[src/rtl/alu_seq_param.sv]
// Clocked ALU: single-cycle add/sub/logic/shift, iterative mul/div.
// Build option ALU_MUL_EARLY_TERM_EN ends a multiply once the multiplier is exhausted.
module alu_seq_param #(
    parameter int WIDTH = 32,
    localparam int SHW = $clog2(WIDTH)
) (
    input  logic             clk,
    input  logic             rst_n,
    input  logic             start,
    input  logic [3:0]       op,
    input  logic [WIDTH-1:0] in0,
    input  logic [WIDTH-1:0] in1,
    output logic             busy,
    output logic             done,
    output logic [WIDTH-1:0] out,
    output logic             carryout,
    output logic             overflow,
    output logic             zero
);

    typedef enum logic [1:0] {IDLE = 2'd0, RUN = 2'd1, FIN = 2'd2} state_t;

    state_t state_q, state_d;

    logic               accept, is_iter, div0, go_iter;
    logic               last, run_end;
    logic [SHW-1:0]     amt, cnt;
    logic [WIDTH:0]     sum, diff, shl_ext, shr_ext, sar_ext;
    logic [WIDTH-1:0]   sc_out;
    logic               sc_c, sc_v;
    logic [2*WIDTH-1:0] acc, mcand, acc_nx, prod;
    logic [WIDTH-1:0]   mplier, mplier_nx, a_mag, b_mag;
    logic [WIDTH-1:0]   quo, quo_nx, rem, rem_nx, divisor;
    logic [WIDTH:0]     rem_sh, rem_sub;
    logic               neg;
    logic [1:0]         iop;
    logic [WIDTH-1:0]   fin_out;
    logic               fin_c, fin_v;

    assign accept  = start && !busy;
    assign is_iter = (op[3:2] == 2'b11);
    assign div0    = op[1] && (in1 == '0);
    assign go_iter = accept && is_iter && !div0;
    assign amt     = in1[SHW-1:0];

    // Extra bit on each shift captures the bit pushed out.
    always_comb begin
        sum     = {1'b0, in0} + {1'b0, in1};
        diff    = {1'b0, in0} - {1'b0, in1};
        shl_ext = {1'b0, in0} << amt;
        shr_ext = {in0, 1'b0} >> amt;
        sar_ext = $signed({in0, 1'b0}) >>> amt;
        sc_out  = '0;
        sc_c    = 1'b0;
        sc_v    = 1'b0;
        unique case (op)
            4'b0000: begin
                sc_out = sum[WIDTH-1:0];
                sc_v   = (in0[WIDTH-1] == in1[WIDTH-1]) &&
                         (sum[WIDTH-1] != in0[WIDTH-1]);
            end
            4'b0001: begin
                sc_out = sum[WIDTH-1:0];
                sc_c   = sum[WIDTH];
            end
            4'b0010: begin
                sc_out = diff[WIDTH-1:0];
                sc_v   = (in0[WIDTH-1] != in1[WIDTH-1]) &&
                         (diff[WIDTH-1] != in0[WIDTH-1]);
            end
            4'b0011: begin
                sc_out = diff[WIDTH-1:0];
                sc_c   = diff[WIDTH];
            end
            4'b0100: sc_out = in0 & in1;
            4'b0101: sc_out = in0 | in1;
            4'b0110: sc_out = in0 ^ in1;
            4'b0111: sc_out = ~(in0 | in1);
            4'b1000, 4'b1011: begin
                sc_out = shl_ext[WIDTH-1:0];
                sc_c   = shl_ext[WIDTH];
            end
            4'b1001: begin
                sc_out = shr_ext[WIDTH:1];
                sc_c   = shr_ext[0];
            end
            4'b1010: begin
                sc_out = sar_ext[WIDTH:1];
                sc_c   = sar_ext[0];
            end
            default: begin
                sc_out = op[0] ? in0 : '1;
                sc_v   = 1'b1;
            end
        endcase
    end

    assign a_mag = (!op[0] && in0[WIDTH-1]) ? -in0 : in0;
    assign b_mag = (!op[0] && in1[WIDTH-1]) ? -in1 : in1;

    assign acc_nx    = mplier[0] ? acc + mcand : acc;
    assign mplier_nx = mplier >> 1;
    assign rem_sh    = {rem, quo[WIDTH-1]};
    assign rem_sub   = rem_sh - {1'b0, divisor};
    assign quo_nx    = {quo[WIDTH-2:0], ~rem_sub[WIDTH]};
    assign rem_nx    = rem_sub[WIDTH] ? rem_sh[WIDTH-1:0] : rem_sub[WIDTH-1:0];
    assign last      = &cnt;

`ifdef ALU_MUL_EARLY_TERM_EN
    assign run_end = last || (!iop[1] && (mplier_nx == '0));
`else
    assign run_end = last;
`endif

    assign prod = neg ? -acc : acc;

    always_comb begin
        fin_out = prod[WIDTH-1:0];
        fin_c   = 1'b0;
        fin_v   = 1'b0;
        unique case (iop)
            2'b00: fin_v = !((&prod[2*WIDTH-1:WIDTH-1]) ||
                             (~|prod[2*WIDTH-1:WIDTH-1]));
            2'b01: fin_c = |prod[2*WIDTH-1:WIDTH];
            2'b10: fin_out = quo;
            2'b11: fin_out = rem;
        endcase
    end

    always_ff @(posedge clk or negedge rst_n) begin
        if (!rst_n) state_q <= IDLE;
        else        state_q <= state_d;
    end

    always_comb begin
        state_d = state_q;
        unique case (state_q)
            IDLE:    if (go_iter) state_d = RUN;
            RUN:     if (run_end) state_d = FIN;
            FIN:     state_d = IDLE;
            default: state_d = IDLE;
        endcase
    end

    always_comb busy = (state_q != IDLE);

    always_ff @(posedge clk or negedge rst_n) begin
        if (!rst_n) begin
            done     <= 1'b0;
            out      <= '0;
            carryout <= 1'b0;
            overflow <= 1'b0;
            zero     <= 1'b0;
            acc      <= '0;
            mcand    <= '0;
            mplier   <= '0;
            neg      <= 1'b0;
            quo      <= '0;
            rem      <= '0;
            divisor  <= '0;
            cnt      <= '0;
            iop      <= 2'b00;
        end else begin
            done <= 1'b0;
            if (go_iter) begin
                iop     <= op[1:0];
                cnt     <= '0;
                acc     <= '0;
                mcand   <= {{WIDTH{1'b0}}, a_mag};
                mplier  <= b_mag;
                neg     <= !op[0] && (in0[WIDTH-1] ^ in1[WIDTH-1]);
                quo     <= in0;
                rem     <= '0;
                divisor <= in1;
            end else if (accept) begin
                out      <= sc_out;
                carryout <= sc_c;
                overflow <= sc_v;
                zero     <= (sc_out == '0);
                done     <= 1'b1;
            end
            if (state_q == RUN) begin
                cnt <= cnt + SHW'(1);
                if (iop[1]) begin
                    quo <= quo_nx;
                    rem <= rem_nx;
                end else begin
                    acc    <= acc_nx;
                    mcand  <= mcand << 1;
                    mplier <= mplier_nx;
                end
            end
            if (state_q == FIN) begin
                out      <= fin_out;
                carryout <= fin_c;
                overflow <= fin_v;
                zero     <= (fin_out == '0);
                done     <= 1'b1;
            end
        end
    end

endmodule

[config.mk]
export PLATFORM = sky130hd
export DESIGN_NAME = alu_seq_param
export DESIGN_NICKNAME = d
export VERILOG_FILES = /design/src/rtl/alu_seq_param.sv
export SDC_FILE = /design/constraint.sdc
export NUM_CORES = 2
export LEC_CHECK = 0
export BUFFER_PORTS_ARGS = -buffer_cell sky130_fd_sc_hd__clkbuf_2
export CORE_MARGIN = 8
export CORE_UTILIZATION = 65
export DETAILED_ROUTE_END_ITERATION = 7
export PLACE_DENSITY = 0.93
export SYNTH_ARGS = -nofsm -noshare
export SYNTH_HDL_FRONTEND = slang
export SYNTH_SLANG_ARGS = --single-unit
[constraint.sdc]
create_clock -name clk -period 4.4 [get_ports clk]
set_input_delay 0.88 -clock clk [delete_from_list [all_inputs] [get_ports clk]]
set_output_delay 0.88 -clock clk [all_outputs]
set_load 0.005 [all_outputs]
==> flow_metrics.py, run 1 <==
metrics = {
    "run_status": {
        "outcome": "stopped before the end",
        "stop_stage": "5_1_grt",
        "error_line": "[ERROR GRT-0232] Routing congestion too high. Check the congestion heatmap in the GUI.",
    },
    "grt": {
        "gr-total-overflow": 80,
        "grt_antenna_before_repair": 34,
        "grt.total_usage_pct": 67.98,
        "grt_max_degree": 152,
    },
    "placement": {
        "gp_congestion": 1.349,
        "placement.io_buffers": 107,
        "post-dp-hpwl_mm": 101.0,
        "place.detailed.instances": 5142,
        "detailedPlace.worstSlack_ns": -0.7097,
    },
    "clock_tree": {
        "clockBufferDepth": 3,
        "cts_post_setup_buffers_inserted": 0,
        "tritoncts.num_buffers": 36,
        "clock_tree.root_cell": "clkbuf_16",
        "htree_num_levels": 2,
        "cts.sink_count": 302,
    },
    "yosys": {
        "edff_count_synth": 0,
        "syn_inst": 4148,
        "ys_ff_latch": 302,
        "synth.avg_cell_area_um2": 7.581,
        "synth-main-ff-cell": "dfrtp_1",
        "synth_sequential_area_ratio_pct": 24.03,
        "async_flop_share_pct": 100.0,
        "ys.warnings.count": 0,
        "synthesis.area_um2": 31450,
        "synthesis.nets": 4420,
        "synthDistinctLibCells": 101,
    },
    "floorplanning": {
        "num_io_pins": 108,
        "num_rows": 80,
        "floorplan.die.height_um": 236.0,
        "initial_utilization_pct": 65.86,
        "fp.dieW_um": 236.0,
    },
    "timing": {
        "crit_endpoint": "zero$_DFFE_PN0P_/D",
        "worst_path_end_type": "register input",
    },
}
==> cell usage after synthesis (12+ instances only) <==
cell	n	area share (%)
and3_1	24	0.48
mux2_2	36	1.3
a21oi_1	288	4.6
nor3_1	73	1.2
o31ai_1	47	1.1
nand3_1	157	2.5
nand4_1	40	0.80
nand2_1	501	6.0
buf_1	26	0.31
a31oi_1	79	1.6
nand2b_1	49	0.97
a2111oi_0	12	0.33
clkbuf_1	251	3.0
a22oi_1	33	0.79
xnor2_1	150	4.2
or3_1	37	0.74
inv_1	162	1.9
a211oi_1	66	1.6
o21bai_1	21	0.50
mux2i_1	99	3.2
and2_1	21	0.42
o22ai_1	23	0.46
o21a_1	30	0.72
xor2_1	50	1.4
o32ai_1	13	0.36
mux4_2	44	3.2
ha_1	197	7.8
o211ai_1	35	0.84
o41ai_1	15	0.42
or2_2	15	0.30
buf_2	19	0.30
a221oi_1	19	0.53
nor2_1	373	4.5
dfrtp_1	302	24
nor2b_1	39	0.78
a21o_1	71	1.7
nor4_1	39	0.78
o21ai_0	427	6.8
or4_1	18	0.43
==> per-stage QoR <==
stage / utilization (%) / hold WS [ns] / cell area (um2)
detailed placement: 76.11 / 0.4602 / 36340
CTS: 78.63 / 0.3340 / 37540
floorplan: - / 0.4447 / 31640
global placement: 76.11 / 0.4503 / 36340
==> logic make-up after synthesis <==
logic type                 after synthesis  synth area share, %
buffers and inverters                  476                5.961
xor gates and xnor gates               200                5.571
muxes                                  179                7.592
adders and majority gates              201                8.093
and+or+nand+nor                       1444                21.55
AOI/OAI and AO/OA                     1346                27.20
DFF                                    302                24.03
==> per-layer routing <==
metal	global-route usage (%)	overflow
met2	81.03	27
met4	63.04	44
met1	67.31	3
met5	41.23	1
met3	58.32	5
==> repair_timing <==
action / in CTS
endpoints found under the setup margin: 3
hold buffers: 0
gates resized for setup: 5
==> run 2, diff against run 1 <==
--- a/config.mk
+++ b/config.mk
@@ -7,9 +7,9 @@
 export LEC_CHECK = 0
 export BUFFER_PORTS_ARGS = -buffer_cell sky130_fd_sc_hd__clkbuf_2
 export CORE_MARGIN = 8
-export CORE_UTILIZATION = 65
+export CORE_UTILIZATION = 40
 export DETAILED_ROUTE_END_ITERATION = 7
-export PLACE_DENSITY = 0.93
+export PLACE_DENSITY_LB_ADDON = 0.15
 export SYNTH_ARGS = -nofsm -noshare
 export SYNTH_HDL_FRONTEND = slang
 export SYNTH_SLANG_ARGS = --single-unit
==> run 2 against run 1 <==
  * The flow now finishes, with violations (setup timing)
  * Synthesized cell count unchanged
  * Area after synthesis is the same
==> flow_metrics.py, run 2 <==
metrics = {
    "run_status": {
        "outcome": "complete, but fails checks",
        "violations_in_the_final_reports": "setup timing",
    },
    "setup_path": {
        "worst-endpoint-arrival_ns": 4.93,
        "timing.critical_path.from_type": "input pin",
        "crit_chain": "clkbuf_2 > buf_12 > buf_4 > mux4_2 > a222oi_1 > buf_4 > buf_4 > and2_1 > a211oi_1 > a2111oi_2 > o21ai_1 > nand4b_1 > nor4_2 > nand4_1 > or4_1 > o211ai_1",
        "cp_max_fo": 9,
        "crit_top_cell": "buf_4",
        "worst_setup_path_end_kind": "flip-flop",
        "worst_path_largest_cell_delay_ns": 0.67,
        "critical_path_class": "in -> reg",
        "worstPathRequired_ns": 4.89,
        "cpMaxStageDelayCell": "a222oi_1",
    },
    "timing": {
        "final-max-slew-violation-count": 0,
        "setup_repair_after_global_routing_missed_its_margin": "yes",
        "finalCriticalPeriod_ns": 4.437,
        "hold_viol_final": 0,
        "clock_skew_ns": 0.04727,
        "final-setup-viol-count": 1,
        "slew-limit-headroom_pct": 14.84,
        "hold_slack_ns": 0.2826,
        "worst_pin_slew_ns": 1.260,
        "max_clock_freq_mhz": 225.4,
        "fin_ws_ns": -0.03739,
        "tcrit_tclk_final_pct": 100.8,
    },
    "yosys": {
        "synth_compound_area_share_pct": 27.20,
        "library_cell_with_the_largest_summed_area_after_synthesis": "dfrtp_1",
        "async_flop_share_pct": 100.0,
        "largest_family_of_logic_cells_by_synthesized_area": "compound AO/OA/AOI/OAI gates",
        "synthDistinctLibCells": 101,
        "synth.area.mux_share_pct": 7.592,
        "synth_common_cells": "501 x nand2_1, 427 x o21ai_0, 373 x nor2_1",
        "ys.warnings.count": 0,
        "synth_sequential_area_ratio_pct": 24.03,
        "synth.avg_cell_area_um2": 7.581,
        "synthesis.area_um2": 31450,
        "synthesis.nets": 4420,
        "synth_most_common_cell": "nand2_1",
        "synthAdderAreaFrac_pct": 8.093,
        "synth-main-ff-cell": "dfrtp_1",
        "synth.top_cell.area_share_pct": 24.03,
        "yosys.area_share.simple_pct": 21.55,
        "edff_count_synth": 0,
        "syn_inst": 4148,
        "synthXorXnorAreaFrac_pct": 5.571,
        "synth_area_leaders": "dfrtp_1 24%, ha_1 7.8%, o21ai_0 6.8%",
        "ys_ff_latch": 302,
    },
    "placement": {
        "gp_congestion": 1.073,
        "place.detailed.instances": 5743,
        "post-dp-hpwl_mm": 126.4,
        "placement.io_buffers": 107,
        "placed_area_um2": 38240,
        "detailedPlace.worstSlack_ns": -0.8897,
    },
    "power": {
        "p_int_mw": 11.10,
        "tot_pwr_mw": 21.98,
        "power.density_cell_area_nw_per_um2": 548.1,
        "comb_power_share_pct": 61.1,
        "maximum_ir_drop_on_the_vdd_rail_mv": 0.4529,
        "power.share.clock_pct": 14.8,
        "sw_pwr_mw": 10.87,
        "pwr-share-seq_pct": 24.2,
        "power.share.switching_pct": 49.47,
        "total_leakage_power_nw": 17.99,
    },
    "grt": {
        "grt.total_usage_pct": 34.65,
        "first_pass_grt_wire_length_mm": 228.2,
        "grt_antenna_before_repair": 7,
        "grt_max_degree": 105,
        "first_global_vias": 32990,
        "gr-total-overflow": 0,
    },
    "cells_and_area": {
        "multi_input_area_um2": 22500,
        "area_growth_syn_to_layout_pct": 27.50,
        "seqCellArea_um2": 7561,
        "design.final.nets": 5025,
        "post_route_cells_drive_above_1_share_pct": 23.60,
        "layout.cells.most_common_list": "725 x buf_4, 498 x nand2_1, 418 x o21ai_0",
        "n_fill_cell": 7796,
        "stdcell_count": 5831,
        "reg_top3": "acc x64, mcand x64",
        "final_cell_area_um2": 40090,
        "mostFrequentLayoutCell": "buf_4",
    },
    "clock_tree": {
        "htree_num_levels": 2,
        "cts_tree": "yes",
        "cts.sink_count": 302,
        "clk_pin_slew_worst_paths_ns": 0.06,
        "holdBufCountCts": 0,
        "clockBufferDepth": 3,
        "clock_tree.root_cell": "clkbuf_16",
        "clock_latency_ns": 0.60,
        "tritoncts.num_buffers": 39,
    },
    "route": {
        "route.detailed.wl_per_inst_um": 27.11,
        "via_count": 35720,
        "dr.first_iter.drc_count": 4621,
        "drt-pass1-iter-count": 6,
        "drt_wl_total_mm": 158.1,
        "drt-vias-per-instance": 6.125,
        "ant_nets": 0,
        "post-route-drc-count": 0,
    },
    "floorplanning": {
        "initial_utilization_pct": 40.13,
        "die-area_um2": 87840,
        "num_io_pins": 108,
        "floorplan.die.height_um": 296.4,
        "num_rows": 103,
        "core_region_area_um2": 78360,
        "fp.dieW_um": 296.4,
    },
    "run": {
        "maxCapViolCount": 0,
    },
    "worst_hold_path": {
        "type_of_the_most_critical_hold_path": "in -> async",
    },
}
## run 2: cell counts after synthesis
No cell type changed its count.
## run 2: cell type report
| class | instances | share of cell area [%] |
|---|---|---|
| Inverter | 170 | 1.635 |
| Clock buffer | 60 | 2.856 |
| Antenna cell | 1 | 0.006242 |
| Clock inverter | 8 | 0.2934 |
| Tap cell | 1050 | 3.277 |
| Multi-Input combinational cell | 3370 | 56.13 |
| Sequential cell | 302 | 18.86 |
| Timing Repair Buffer | 870 | 16.94 |
## run 2: path summary, 6_finish.rpt
| kind | start | to | slack (ns) | cells after the start |
|---|---|---|---|---|
| hold reg to reg | mplier[3] | mplier[2] | 0.48 | 2 |
| hold / removal | rst_n | rem[27] | 0.28 | 1 |
| setup reg to reg | acc[24] | carryout | 0.25 | 11 |
| max in group asynchronous | rst_n | mplier[7] | 3.10 | 2 |
| min in group clk | mplier[3] | mplier[2] | 0.48 | 2 |
| setup / recovery | in0[14] | zero | -0.04 | 16 |
## run 2: worst max-delay path, delay by kind of cell
family	cells	cell delay (ns)
compound gates	5	1.41
buf+inv	5	0.79
mux	1	0.54
simple gates	5	1.31
## run 2: routing by layer
metal	routed length (um)	track usage [%]	up-vias
li1	-	-	16360
met5	57	0	-
met2	65060	50.37	1711
met1	69710	49.68	17320
met4	8471	14.86	6
met3	14800	6.603	328
## run 2: cells by family (layout without fill, tap and decap cells)
group,after synthesis,after routing
AO/OA/AOI/OAI,1346,1346
AND/OR/NAND/NOR,1444,1444
adder cells (fa/ha/maj),201,201
flip-flops,302,302
XOR/XNOR,200,200
buffers and inverters,476,1108
multiplexers,179,179
other,0,1
## run 2: timing repair
item,in CTS,in global routing
pin swaps,4,25
endpoints found under the hold margin,0,0
cloned,1,2
setup buffers,2,14
resized for setup,9,68
endpoints found under the setup margin,1,2
## run 2: power by group through the flow
stage	Sequential, mW	Clock, mW	Combinational [mW]
3_5_place_dp	5.31	0	13.1
3_3_place_gp	5.30	0	13.0
4_1_cts	5.28	3.30	13.1
2_1_floorplan	4.79	0	8.83
6_report	5.31	3.24	13.4
5_1_grt	5.44	3.39	14.7
## run 2: per-stage QoR
step | TNS, ns | utilization [%]
detailed placement | -2.821 | 48.81
finish | -0.03739 | 51.17
floorplan | -0.3187 | -
CTS | 0 | 50.54
global placement | -2.402 | 48.81
global route | -0.01295 | 51.16
Note: power is estimated with default switching activity, not from simulation.
